$ cat src/rtl/bus_pkg.sv
// Shared types and constants for the N-port bus arbiter.
// Holds the FSM state encoding and the priority-mode selectors.
package bus_pkg;

    typedef enum logic [1:0] {
        IDLE = 2'd0,
        BUS  = 2'd1,
        ACK  = 2'd2
    } state_t;

    localparam int MODE_FIXED = 0;
    localparam int MODE_RR    = 1;

endpackage

$ cat src/rtl/bus_arbiter_n_rr_picker.sv
// Combinational winner select: the first requesting port at or after the base index.
// In fixed mode the base is pinned to 0, so the lowest requesting index wins.
module rr_picker
    import bus_pkg::*;
#(
    parameter int NPORTS = 4,
    parameter int MODE   = MODE_RR,
    localparam int IW    = $clog2(NPORTS)
) (
    input  logic [NPORTS-1:0] request,
    input  logic [IW-1:0]     ptr,
    output logic [IW-1:0]     index,
    output logic              valid
);

    logic [IW-1:0]     base;
    logic [NPORTS-1:0] rot_req;
    logic [IW-1:0]     rot_idx [NPORTS];

    assign base = (MODE == MODE_RR) ? ptr : '0;

    // Rotate the request vector so that position 0 is the base port.
    for (genvar gi = 0; gi < NPORTS; gi++) begin : g_rot
        logic [IW:0] sum;
        assign sum         = {1'b0, base} + (IW+1)'(gi);
        assign rot_idx[gi] = (sum >= (IW+1)'(NPORTS)) ? IW'(sum - (IW+1)'(NPORTS)) : IW'(sum);
        assign rot_req[gi] = request[rot_idx[gi]];
    end

    always_comb begin
        valid = 1'b0;
        index = '0;
        for (int k = NPORTS - 1; k >= 0; k--) begin
            if (rot_req[k]) begin
                valid = 1'b1;
                index = rot_idx[k];
            end
        end
    end

endmodule

$ cat src/rtl/bus_arbiter_n.sv
// N-port four-phase bus arbiter: grants one master, replays its access downstream,
// returns read data per port and aborts stalled accesses with a watchdog.
module bus_arbiter_n
    import bus_pkg::*;
#(
    parameter int                NPORTS       = 4,
    parameter int                ADDR_W       = 32,
    parameter int                DATA_W       = 32,
    parameter int                MODE         = MODE_RR,
    parameter int                TIMEOUT      = 1024,
    parameter logic [DATA_W-1:0] TIMEOUT_DATA = DATA_W'(32'hDEADBEEF)
) (
    input  logic                       i_clock,
    input  logic                       i_reset_n,
    input  logic [NPORTS-1:0]          i_request,
    input  logic [NPORTS-1:0]          i_rw,
    input  logic [NPORTS*ADDR_W-1:0]   i_address,
    input  logic [NPORTS*DATA_W-1:0]   i_wdata,
    output logic [NPORTS*DATA_W-1:0]   o_rdata,
    output logic [NPORTS-1:0]          o_ready,
    output logic [NPORTS-1:0]          o_busy,
    output logic                       o_bus_request,
    output logic                       o_bus_rw,
    output logic [ADDR_W-1:0]          o_bus_address,
    output logic [DATA_W-1:0]          o_bus_wdata,
    input  logic                       i_bus_ready,
    input  logic [DATA_W-1:0]          i_bus_rdata,
    output logic                       o_timeout
);

    localparam int IW = $clog2(NPORTS);
    localparam int TW = (TIMEOUT > 0) ? $clog2(TIMEOUT + 1) : 1;

    state_t             state_reg, state_next;
    logic [IW-1:0]      grant_reg;
    logic [IW-1:0]      ptr_reg;
    logic [IW-1:0]      ptr_next;
    logic               rw_reg;
    logic [ADDR_W-1:0]  addr_reg;
    logic [DATA_W-1:0]  wdata_reg;
    logic [TW-1:0]      timer_reg;
    logic               timeout_reg;
    logic [DATA_W-1:0]  rdata_reg [NPORTS];

    logic [IW-1:0]      pick_idx;
    logic               pick_valid;
    logic               timeout_hit;

    rr_picker #(
        .NPORTS (NPORTS),
        .MODE   (MODE)
    ) u_picker (
        .request (i_request),
        .ptr     (ptr_reg),
        .index   (pick_idx),
        .valid   (pick_valid)
    );

    // Abort on the edge that would bring the timer up to TIMEOUT.
    assign timeout_hit = (TIMEOUT != 0) && (timer_reg == TW'(TIMEOUT - 1));
    assign ptr_next    = (grant_reg == IW'(NPORTS - 1)) ? '0 : grant_reg + 1'b1;

    always_ff @(posedge i_clock or negedge i_reset_n) begin
        if (!i_reset_n) begin
            state_reg <= IDLE;
        end else begin
            state_reg <= state_next;
        end
    end

    always_comb begin
        state_next = state_reg;
        case (state_reg)
            IDLE:    if (pick_valid) state_next = BUS;
            BUS:     if (i_bus_ready || timeout_hit) state_next = ACK;
            ACK:     if (!i_request[grant_reg]) state_next = IDLE;
            default: state_next = IDLE;
        endcase
    end

    always_ff @(posedge i_clock or negedge i_reset_n) begin
        if (!i_reset_n) begin
            grant_reg   <= '0;
            ptr_reg     <= '0;
            rw_reg      <= 1'b0;
            addr_reg    <= '0;
            wdata_reg   <= '0;
            timer_reg   <= '0;
            timeout_reg <= 1'b0;
            for (int p = 0; p < NPORTS; p++) begin
                rdata_reg[p] <= '0;
            end
        end else begin
            timeout_reg <= 1'b0;
            case (state_reg)
                IDLE: begin
                    if (pick_valid) begin
                        grant_reg <= pick_idx;
                        rw_reg    <= i_rw[pick_idx];
                        addr_reg  <= i_address[pick_idx*ADDR_W +: ADDR_W];
                        wdata_reg <= i_wdata[pick_idx*DATA_W +: DATA_W];
                        timer_reg <= '0;
                    end
                end
                BUS: begin
                    if (i_bus_ready) begin
                        if (!rw_reg) rdata_reg[grant_reg] <= i_bus_rdata;
                    end else if (timeout_hit) begin
                        rdata_reg[grant_reg] <= TIMEOUT_DATA;
                        timeout_reg          <= 1'b1;
                    end else begin
                        timer_reg <= timer_reg + 1'b1;
                    end
                end
                ACK: begin
                    if (!i_request[grant_reg]) ptr_reg <= ptr_next;
                end
                default: ;
            endcase
        end
    end

    always_comb begin
        o_ready       = '0;
        o_busy        = '0;
        o_bus_request = 1'b0;
        o_bus_rw      = 1'b0;
        o_bus_address = '0;
        o_bus_wdata   = '0;
        case (state_reg)
            BUS: begin
                o_bus_request     = 1'b1;
                o_bus_rw          = rw_reg;
                o_bus_address     = addr_reg;
                o_bus_wdata       = wdata_reg;
                o_busy[grant_reg] = 1'b1;
            end
            ACK: begin
                o_ready[grant_reg] = 1'b1;
                o_busy[grant_reg]  = 1'b1;
            end
            default: ;
        endcase
    end

    assign o_timeout = timeout_reg;

    for (genvar gi = 0; gi < NPORTS; gi++) begin : g_rdata
        assign o_rdata[gi*DATA_W +: DATA_W] = rdata_reg[gi];
    end

endmodule

$ cat config.mk
export PLATFORM = sky130hd
export DESIGN_NAME = bus_arbiter_n
export DESIGN_NICKNAME = d
export VERILOG_FILES = /design/src/rtl/bus_pkg.sv /design/src/rtl/bus_arbiter_n_rr_picker.sv /design/src/rtl/bus_arbiter_n.sv
export SDC_FILE = /design/constraint.sdc
export NUM_CORES = 1
export LEC_CHECK = 0
export ABC_AREA = 1
export BUFFER_PORTS_ARGS = -buffer_cell sky130_fd_sc_hd__buf_2
export CAP_MARGIN = 20
export CORE_AREA = 2 2 194 196
export CTS_BUF_LIST = sky130_fd_sc_hd__clkbuf_8
export DETAILED_ROUTE_END_ITERATION = 8
export DIE_AREA = 0 0 196 198
export PLACE_DENSITY_LB_ADDON = 0.05
export SYNTH_ARGS = -nofsm -noshare
export SYNTH_HDL_FRONTEND = slang
export SYNTH_HIERARCHICAL = 1
export SYNTH_SLANG_ARGS = --single-unit
$ cat constraint.sdc
create_clock -name i_clock -period 2.7 [get_ports i_clock]
set_clock_uncertainty 0.15 [all_clocks]
set_input_delay 0.135 -clock i_clock [delete_from_list [all_inputs] [get_ports i_clock]]
set_output_delay 0.135 -clock i_clock [all_outputs]
set_load 0.005 [all_outputs]
==> results.toml, run 1 <==
[power]
p_int_mw = 10.8
seqPwrFrac_pct = 26.3
vdd_ir_drop_max_mv = 0.720
cellPowerDensity_nw_per_um2 = 1030
p_leak_nw = 10.7
p_sw_share_pct = 47.2
power_switching_mw = 9.62
p_clk_share_pct = 15.6
finalPower_mw = 20.4
comb_power_share_pct = 58.0

[critical_path]
cpMaxStageDelayCell = "dfrtp_2"
start_kind = "register"
crit_family = "buffers and inverters"
cp-end-kind = "register"
max_stage_delay_ns = 0.42
rr_worst_depth = 16
critPathMostFrequentCell = "nand2_2"
worstPathRequired_ns = 3.02
critPathKind = "reg -> reg"
crit_chain = "buf_12 > inv_4 > nand2_2 > nand2_2 > inv_2 > nand2_2 > nand3_1 > nand2_1 > nand2_1 > nand2_4 > buf_12 > buf_4 > nor2_1 > nor2_1 > o21ai_0 > a31oi_1"
path_buf_inv = 5
critical_path.max_fanout = 69
cp.depth = 16
worstPathArrival_ns = 2.90

[route]
highest-signal-layer = "met5"
via_per_inst = 5.22
wl_per_cell_microns = 18.7
met2_length_microns = 26700
drc = 0
antenna_left = 0
routed_wl_microns = 57600
route.met3.wl_microns = 4460
dr.pass1.iters = 5
drtIter0Drc = 1001
drt-met1-wl_microns = 23600
via_count = 16100

[synthesis]
synthArstFlopShare_pct = 100
syn_inst = 1817
synth_seq_cells = 211
synth_nets = 2126
syn_area_sq_um = 12900
synth_area_leaders = "dfrtp_1, nand2_1, nor2_1, nand4_1, o21ai_0"
yosysWarningCount = 6
ys_dominant_reg_cell = "dfrtp_1"
yosys.area.top_type = "dfrtp_1"
synth-edff-count = 0
yosysSeqAreaShare_pct = 40.8
synth_cell_types = 37
synth_top_area_share_pct = 40.8
synth.avg_cell_area_sq_um = 7.12

[worst_hold_path]
hp-class = "in -> async"

[clock_tree]
cts_tree = "done"
clkLatencyLatePin_ns = 0.58
clkTransAtPathRegs_ns = 0.06
cts_buffers = 41
cts_buffer_depth = 3
root_buffer = "clkbuf_8"
cts_max_level = 2
cts.sinks = 211

[grt]
grt_overflow_total = 0
grt_use_total_pct = 28.6
grt_pass1_vias = 15600
antenna_found_initial = 4
grt_max_degree = 78
grt_pass1_wl_microns = 88300

[die]
dieArea_sq_um = 38800
die_h_microns = 198
placeableCoreArea_sq_um = 37000
initial_core_util_pct = 35.0
io_pins = 502
rows = 71
die_w_microns = 196

[timing]
fin_crit_ns = 2.58
setup_viol = 0
hold_viol_final = 0
timing.final.ws_setup_ns = 0.116
fmax_mhz = 387
max-slew-margin-rel_pct = 53.7
slew_viol_final = 0
tightest_slew_ns = 0.694
fin_crit_sh_pct = 95.7

[place]
dp_hpwl_microns = 37800
gp_congestion = 0.851
pre_cts_slack_ns = 0.216
io_buffers = 501

[status]
status = "finished clean"

[layout]
drive_gt1_share_pct = 26.2
layout_commonest_cell = "buf_2"
final_cell_mix = "buf_2, nand2_1, nor2_1"
area_growth_pct = 52.7
largest_reg_flops = 128
finalNetCount = 2874

[run]
maxCapViolCount = 0
[cell usage after synthesis, types with 3 or more instances]
library cell and n:
a21oi_1 25, a31oi_1 36, buf_1 14, buf_2 40
buf_4 5, buf_6 13, clkbuf_1 74, dfrtp_1 211
ha_1 10, inv_1 97, inv_2 7, mux2i_1 29
nand2_1 447, nand2_2 9, nand3_1 88, nand4_1 133
nand4_2 4, nor2_1 308, nor2_2 3, nor3_1 73
o21ai_0 112, o221ai_1 29, or2_2 31
[worst paths after layout]
kind	startpoint	to	slack, ns
setup / recovery	ptr_reg[0]$_DFFE_PN0P_	wdata_reg[16]$_DFFE_PN0P_	0.12
hold / removal	i_reset_n	o_rdata[71]$_DFFE_PN0P_	0.001
setup reg to reg	ptr_reg[0]$_DFFE_PN0P_	wdata_reg[16]$_DFFE_PN0P_	0.12
hold reg to reg	addr_reg[10]$_DFFE_PN0P_	addr_reg[10]$_DFFE_PN0P_	0.34
max in group asynchronous	i_reset_n	addr_reg[15]$_DFFE_PN0P_	1.59
min in group i_clock	i_request[2]	grant_reg[1]$_DFFE_PN0P_	0.15
[power by group through the flow]
stage | registers, mW | clock network, mW | logic, mW
2_1_floorplan | 5.24 | 0 | 7.14
3_3_place_gp | 5.36 | 0 | 11.0
3_5_place_dp | 5.40 | 0 | 11.1
4_1_cts | 5.36 | 3.26 | 11.6
5_1_grt | 5.52 | 3.42 | 13.1
6_report | 5.36 | 3.19 | 11.8
[cell families (layout without fill, tap and decap cells)]
group / count (synthesis) / count (layout) / share of synthesized area, %
mux: 29 / 29 / 2.24
flops: 211 / 211 / 40.8
buf+inv: 252 / 1030 / 8.70
simple gates: 1103 / 1103 / 37.6
other cells: 0 / 4 / 0
xor+xnor: 2 / 2 / 0.135
fa+ha+maj: 10 / 10 / 0.967
compound gates: 210 / 210 / 9.51
[routing by layer]
layer | GRT usage [%] | up-vias
met3 | 5.42 | 159
met2 | 46.0 | 773
met5 | 0 | -
li1 | - | 7553
met1 | 37.2 | 7564
met4 | 13.5 | 2
[cell type report]
class                           count  area (sq um)
Fill cell                        3501         17200
Multi-Input combinational cell   1354          6570
Timing Repair Buffer              852          6110
Sequential cell                   211          5280
Clock buffer                       50           688
Tap cell                          474           593
Inverter                          105           397
Clock inverter                     23           101
Antenna cell                        4          10.0
[what timing repair did]
action	in CTS	in global routing
setup endpoints to repair	0	21
hold buffers	299	0
gates resized for setup	0	6
buffers inserted	0	4
hold endpoints to repair	393	0
[metrics by stage]
stage	setup TNS [ns]	hold WS (ns)	std cells	area (sq um)	utilization [%]
after floorplan	0	-0.311	1817	12900	-
after global placement	0	0.0420	2693	15900	43.0
after detailed placement	0	0.0384	2693	15900	43.0
after CTS	0	0.0310	3065	19700	53.3
after global routing	-0.0121	0.0300	3072	19800	53.4
final	0	0.00131	3073	19800	53.5
Note: power is estimated with default switching activity, not from simulation.
==> run 2, diff against run 1 <==
==> constraint.sdc (replaced) <==
create_clock -name i_clock -period 2.7 [get_ports i_clock]
set_clock_uncertainty 0.15 [all_clocks]
set_input_delay 0.135 -clock i_clock [delete_from_list [all_inputs] [get_ports i_clock]]
set_output_delay 0.135 -clock i_clock [all_outputs]
set_load 0.02 [all_outputs]
==> results.toml, run 2 (synthesis results as in run 1) <==
[status]
status = "finished clean"

[place]
gp_congestion = 0.894
dp_hpwl_microns = 38100
io_buffers = 501

[power]
power_switching_mw = 10.9
p_clk_share_pct = 14.6
vdd_ir_drop_max_mv = 0.780
p_int_mw = 10.6
comb_power_share_pct = 60.4
p_sw_share_pct = 50.6
p_leak_nw = 10.6
finalPower_mw = 21.5
seqPwrFrac_pct = 25.0
cellPowerDensity_nw_per_um2 = 1090

[timing]
setup_viol = 0
fmax_mhz = 394
fin_setup_tns_ns = 0
grt_setup_unrepaired = "false"
fin_crit_ns = 2.54
fin_crit_sh_pct = 94.1
hold_viol_final = 0
slew_viol_final = 0
max-slew-margin-rel_pct = 55.4
tightest_slew_ns = 0.668

[critical_path]
worstPathArrival_ns = 2.82
max_stage_delay_ns = 0.57
start_kind = "register"
worstPathRequired_ns = 2.98
cp-end-kind = "register"
critPathMostFrequentCell = "nand2_2"
rr_worst_depth = 13
critPathKind = "reg -> reg"
critical_path.max_fanout = 11
cpMaxStageDelayCell = "dlygate4sd3_1"
crit_chain = "inv_4 > nand2_2 > nand2_2 > inv_2 > nand2_2 > nand3_1 > nand2_1 > nand2_1 > nand2_4 > buf_6 > mux2i_1 > dlygate4sd3_1 > o221ai_1"

[die]
die_h_microns = 198
io_pins = 502
die_w_microns = 196
dieArea_sq_um = 38800
initial_core_util_pct = 35.0
placeableCoreArea_sq_um = 37000
rows = 71

[layout]
finalNetCount = 2871
largest_reg_flops = 128
drive_gt1_share_pct = 26.0
layout_commonest_cell = "buf_2"
final_cell_mix = "buf_2, nand2_1, nor2_1"
final_core_util_pct = 53.2
area_growth_pct = 51.8

[route]
wl_per_cell_microns = 18.9
antenna_left = 0
via_count = 16000
routed_wl_microns = 57800
drc = 0
dr.pass1.iters = 5
via_per_inst = 5.22
drtIter0Drc = 860

[clock_tree]
root_buffer = "clkbuf_8"
clkTransAtPathRegs_ns = 0.06
cts_buffers = 41
cts_max_level = 2
clkLatencyLatePin_ns = 0.57
post-cts-setup-buffer-count = 0
cts_buffer_depth = 3
cts_tree = "done"
cts.sinks = 211

[grt]
grt_max_degree = 76
grt_overflow_total = 0
grt_pass1_vias = 15700
grt_pass1_wl_microns = 89200
antenna_found_initial = 4
grt_use_total_pct = 28.9

[worst_hold_path]
hp-class = "in -> async"

[run]
maxCapViolCount = 0
run 2: repair_timing:
item	CTS	global route
hold buffers	299	0
endpoints found under the hold margin	404	0
gates resized for setup	0	4
setup endpoints to repair	0	13
run 2: area by class of cell:
cell class	count	area, sq um
Fill cell	3478	17300
Multi-Input combinational cell	1354	6560
Antenna cell	5	12.5
Clock inverter	22	121
Inverter	105	397
Clock buffer	46	633
Sequential cell	211	5280
Tap cell	474	593
Timing Repair Buffer	849	6050
run 2: worst paths after layout:
kind	startpoint	endpoint	slack (ns)
worst max-delay path	ptr_reg[0]$_DFFE_PN0P_	addr_reg[4]$_DFFE_PN0P_	0.16
max in group asynchronous	i_reset_n	ptr_reg[0]$_DFFE_PN0P_	1.61
min in group i_clock	i_request[3]	state_reg[1]$_DFFE_PN0P_	0.17
worst max register to register	ptr_reg[0]$_DFFE_PN0P_	addr_reg[4]$_DFFE_PN0P_	0.16
worst min register to register	wdata_reg[0]$_DFFE_PN0P_	wdata_reg[0]$_DFFE_PN0P_	0.34
worst min-delay path	i_reset_n	o_rdata[35]$_DFFE_PN0P_	0.01
run 2: metrics by stage:
| step | worst slack, ns | instance area, sq um | std cells | hold WS (ns) |
|---|---|---|---|---|
| final | 0.159 | 19600 | 3066 | 0.0100 |
| after global routing | 0.00363 | 19600 | 3064 | 0.0487 |
| after CTS | 0.0432 | 19600 | 3061 | 0.0124 |
| after detailed placement | 0.234 | 15900 | 2694 | 0.0339 |
| after global placement | 0.306 | 15900 | 2694 | 0.0333 |
| after floorplan | 0.497 | 12900 | 1817 | -0.311 |
run 2: power groups by stage:
stage | clock [mW] | combinational, mW | sequential [mW]
6_report | 3.14 | 13.0 | 5.37
5_1_grt | 3.36 | 14.2 | 5.54
4_1_cts | 3.21 | 12.8 | 5.35
3_5_place_dp | 0 | 12.4 | 5.39
3_3_place_gp | 0 | 12.3 | 5.37
2_1_floorplan | 0 | 7.66 | 6.00
run 2: metal layers:
metal	wire [microns]	global-route usage, %	share of wire, %	up-vias
li1	-	-	-	7538
met1	23500	37.5	41	7508
met2	27200	47.3	47	814
met3	4480	4.92	7.7	154
met4	2620	12.8	4.5	2
met5	11	0	0.019	-
run 2: worst max-delay path, delay by kind of cell, from the launching register on:
kind / cells / cell delay [ns]
multiplexers: 1 / 0.18
AND/OR/NAND/NOR: 7 / 0.58
AO/OA/AOI/OAI: 1 / 0.10
flip-flops: 1 / 0.49
buffers and inverters: 4 / 0.89
==> run 3, diff against run 2 <==
==> constraint.sdc (replaced) <==
create_clock -name i_clock -period 2.7 [get_ports i_clock]
set_clock_uncertainty 0.15 [all_clocks]
set_input_delay 0.405 -clock i_clock [delete_from_list [all_inputs] [get_ports i_clock]]
set_output_delay 0.405 -clock i_clock [all_outputs]
set_load 0.02 [all_outputs]
==> results.toml, run 3 (synthesis results as in run 1) <==
[status]
status = "finished clean"

[timing]
fin_crit_sh_pct = 94.0
fin_setup_tns_ns = 0
tightest_slew_ns = 0.563
holdWs_ns = 0.0257
grt_setup_unrepaired = "false"
setup_viol = 0
fin_crit_ns = 2.54
fmax_mhz = 394
slew_viol_final = 0
max-slew-margin-rel_pct = 62.5
timing.final.ws_setup_ns = 0.162
hold_viol_final = 0

[critical_path]
cp-end-kind = "register"
worstPathArrival_ns = 2.81
start_kind = "register"
critical_path.max_fanout = 7
worstPathRequired_ns = 2.97
critPathKind = "reg -> reg"

[grt]
grt_pass1_vias = 14200
grt_use_total_pct = 26.9
grt_pass1_wl_microns = 82400
grt_max_degree = 73
antenna_found_initial = 14
grt_overflow_total = 0

[place]
place_inst = 2695
gp_congestion = 0.875
pre_cts_slack_ns = 0.151
place_area_sq_um = 15900
dp_hpwl_microns = 37600
io_buffers = 501

[route]
via_per_inst = 5.19
antenna_left = 0
routed_wl_microns = 54000
via_count = 14700
drc = 0
wl_per_cell_microns = 19.0
dr.pass1.iters = 7
drtIter0Drc = 756

[die]
die_w_microns = 196
rows = 71
placeableCoreArea_sq_um = 37000
die_h_microns = 198
io_pins = 502
dieArea_sq_um = 38800
initial_core_util_pct = 35.0

[power]
cellPowerDensity_nw_per_um2 = 1230
vdd_ir_drop_max_mv = 0.836
p_leak_nw = 9.69

[layout]
postLayoutCellArea_sq_um = 17400
layout_commonest_cell = "buf_2"
largest_reg_flops = 128
final_cell_mix = "buf_2, nand2_1, nor2_1"
area_growth_pct = 34.4
finalNonFillerCells = 2839
finalNetCount = 2640
drive_gt1_share_pct = 29.0

[clock_tree]
cts_buffers = 41
cts_buffer_depth = 3
cts_max_level = 2
root_buffer = "clkbuf_8"
clkLatencyLatePin_ns = 0.56
clkTransAtPathRegs_ns = 0.05
cts_tree = "done"
cts.sinks = 211

[run]
maxCapViolCount = 0

[worst_hold_path]
hp-class = "in -> reg"
## run 3: critical path, stage by stage (launching register included)
cell	delay, ns
dfrtp_2	0.47
buf_2	0.19
o21ai_2	0.18
nor2_1	0.09
nor2_1	0.09
nand3_1	0.12
nand2_4	0.13
buf_12	0.13
mux2i_1	0.19
dlygate4sd3_1	0.57
o221ai_1	0.10
## run 3: power breakdown
group	leakage, nW	switching (mW)	total, mW	internal, mW
registers	2.71	0.927	5.37	4.44
logic	6.53	8.37	12.9	4.51
clock network	0.452	1.46	3.14	1.68
## run 3: final cells by class
type                            count  area (sq um)
Clock inverter                     17          67.6
Inverter                          105           397
Fill cell                        3799         19600
Clock buffer                       51           702
Sequential cell                   211          5280
Timing Repair Buffer              618          3760
Tap cell                          474           593
Multi-Input combinational cell   1354          6570
Antenna cell                        9          22.5
## run 3: final timing paths
path                                                start                        end  slack (ns)  cells past startpoint
worst max-delay path               ptr_reg[0]$_DFFE_PN0P_  wdata_reg[12]$_DFFE_PN0P_        0.16                     10
min in group asynchronous                       i_reset_n    o_rdata[74]$_DFFE_PN0P_        0.22                      2
worst max register to register     ptr_reg[0]$_DFFE_PN0P_  wdata_reg[12]$_DFFE_PN0P_        0.16                     10
worst min register to register  wdata_reg[21]$_DFFE_PN0P_  wdata_reg[21]$_DFFE_PN0P_        0.34                      2
worst min-delay path                        i_address[69]    addr_reg[5]$_DFFE_PN0P_        0.03                      3
max in group asynchronous                       i_reset_n    o_rdata[14]$_DFFE_PN0P_        1.32                      3
## run 3: through the flow
stage	util, %	power, mW
floorplan	-	13.7
global route	47.0	23.1
finish	47.1	21.4
global placement	43.0	17.7
CTS	46.8	21.3
detailed placement	43.0	17.9
## run 3: layer usage
| metal | routed length (microns) | global-route usage, % | vias up |
|---|---|---|---|
| met4 | 1930 | 9.32 | 10 |
| met2 | 25400 | 44.1 | 618 |
| li1 | - | - | 7089 |
| met1 | 22500 | 35.5 | 6895 |
| met3 | 4070 | 5.42 | 110 |
| met5 | 62 | 0 | - |
## run 3: timing repair
item                       in CTS  in global routing
pin swaps                       0                  2
buffers inserted                0                  6
resized for setup               1                  4
setup endpoints to repair      65                 64
gates cloned                    1                  1
hold endpoints to repair       92                  0
hold buffers                   59                  0
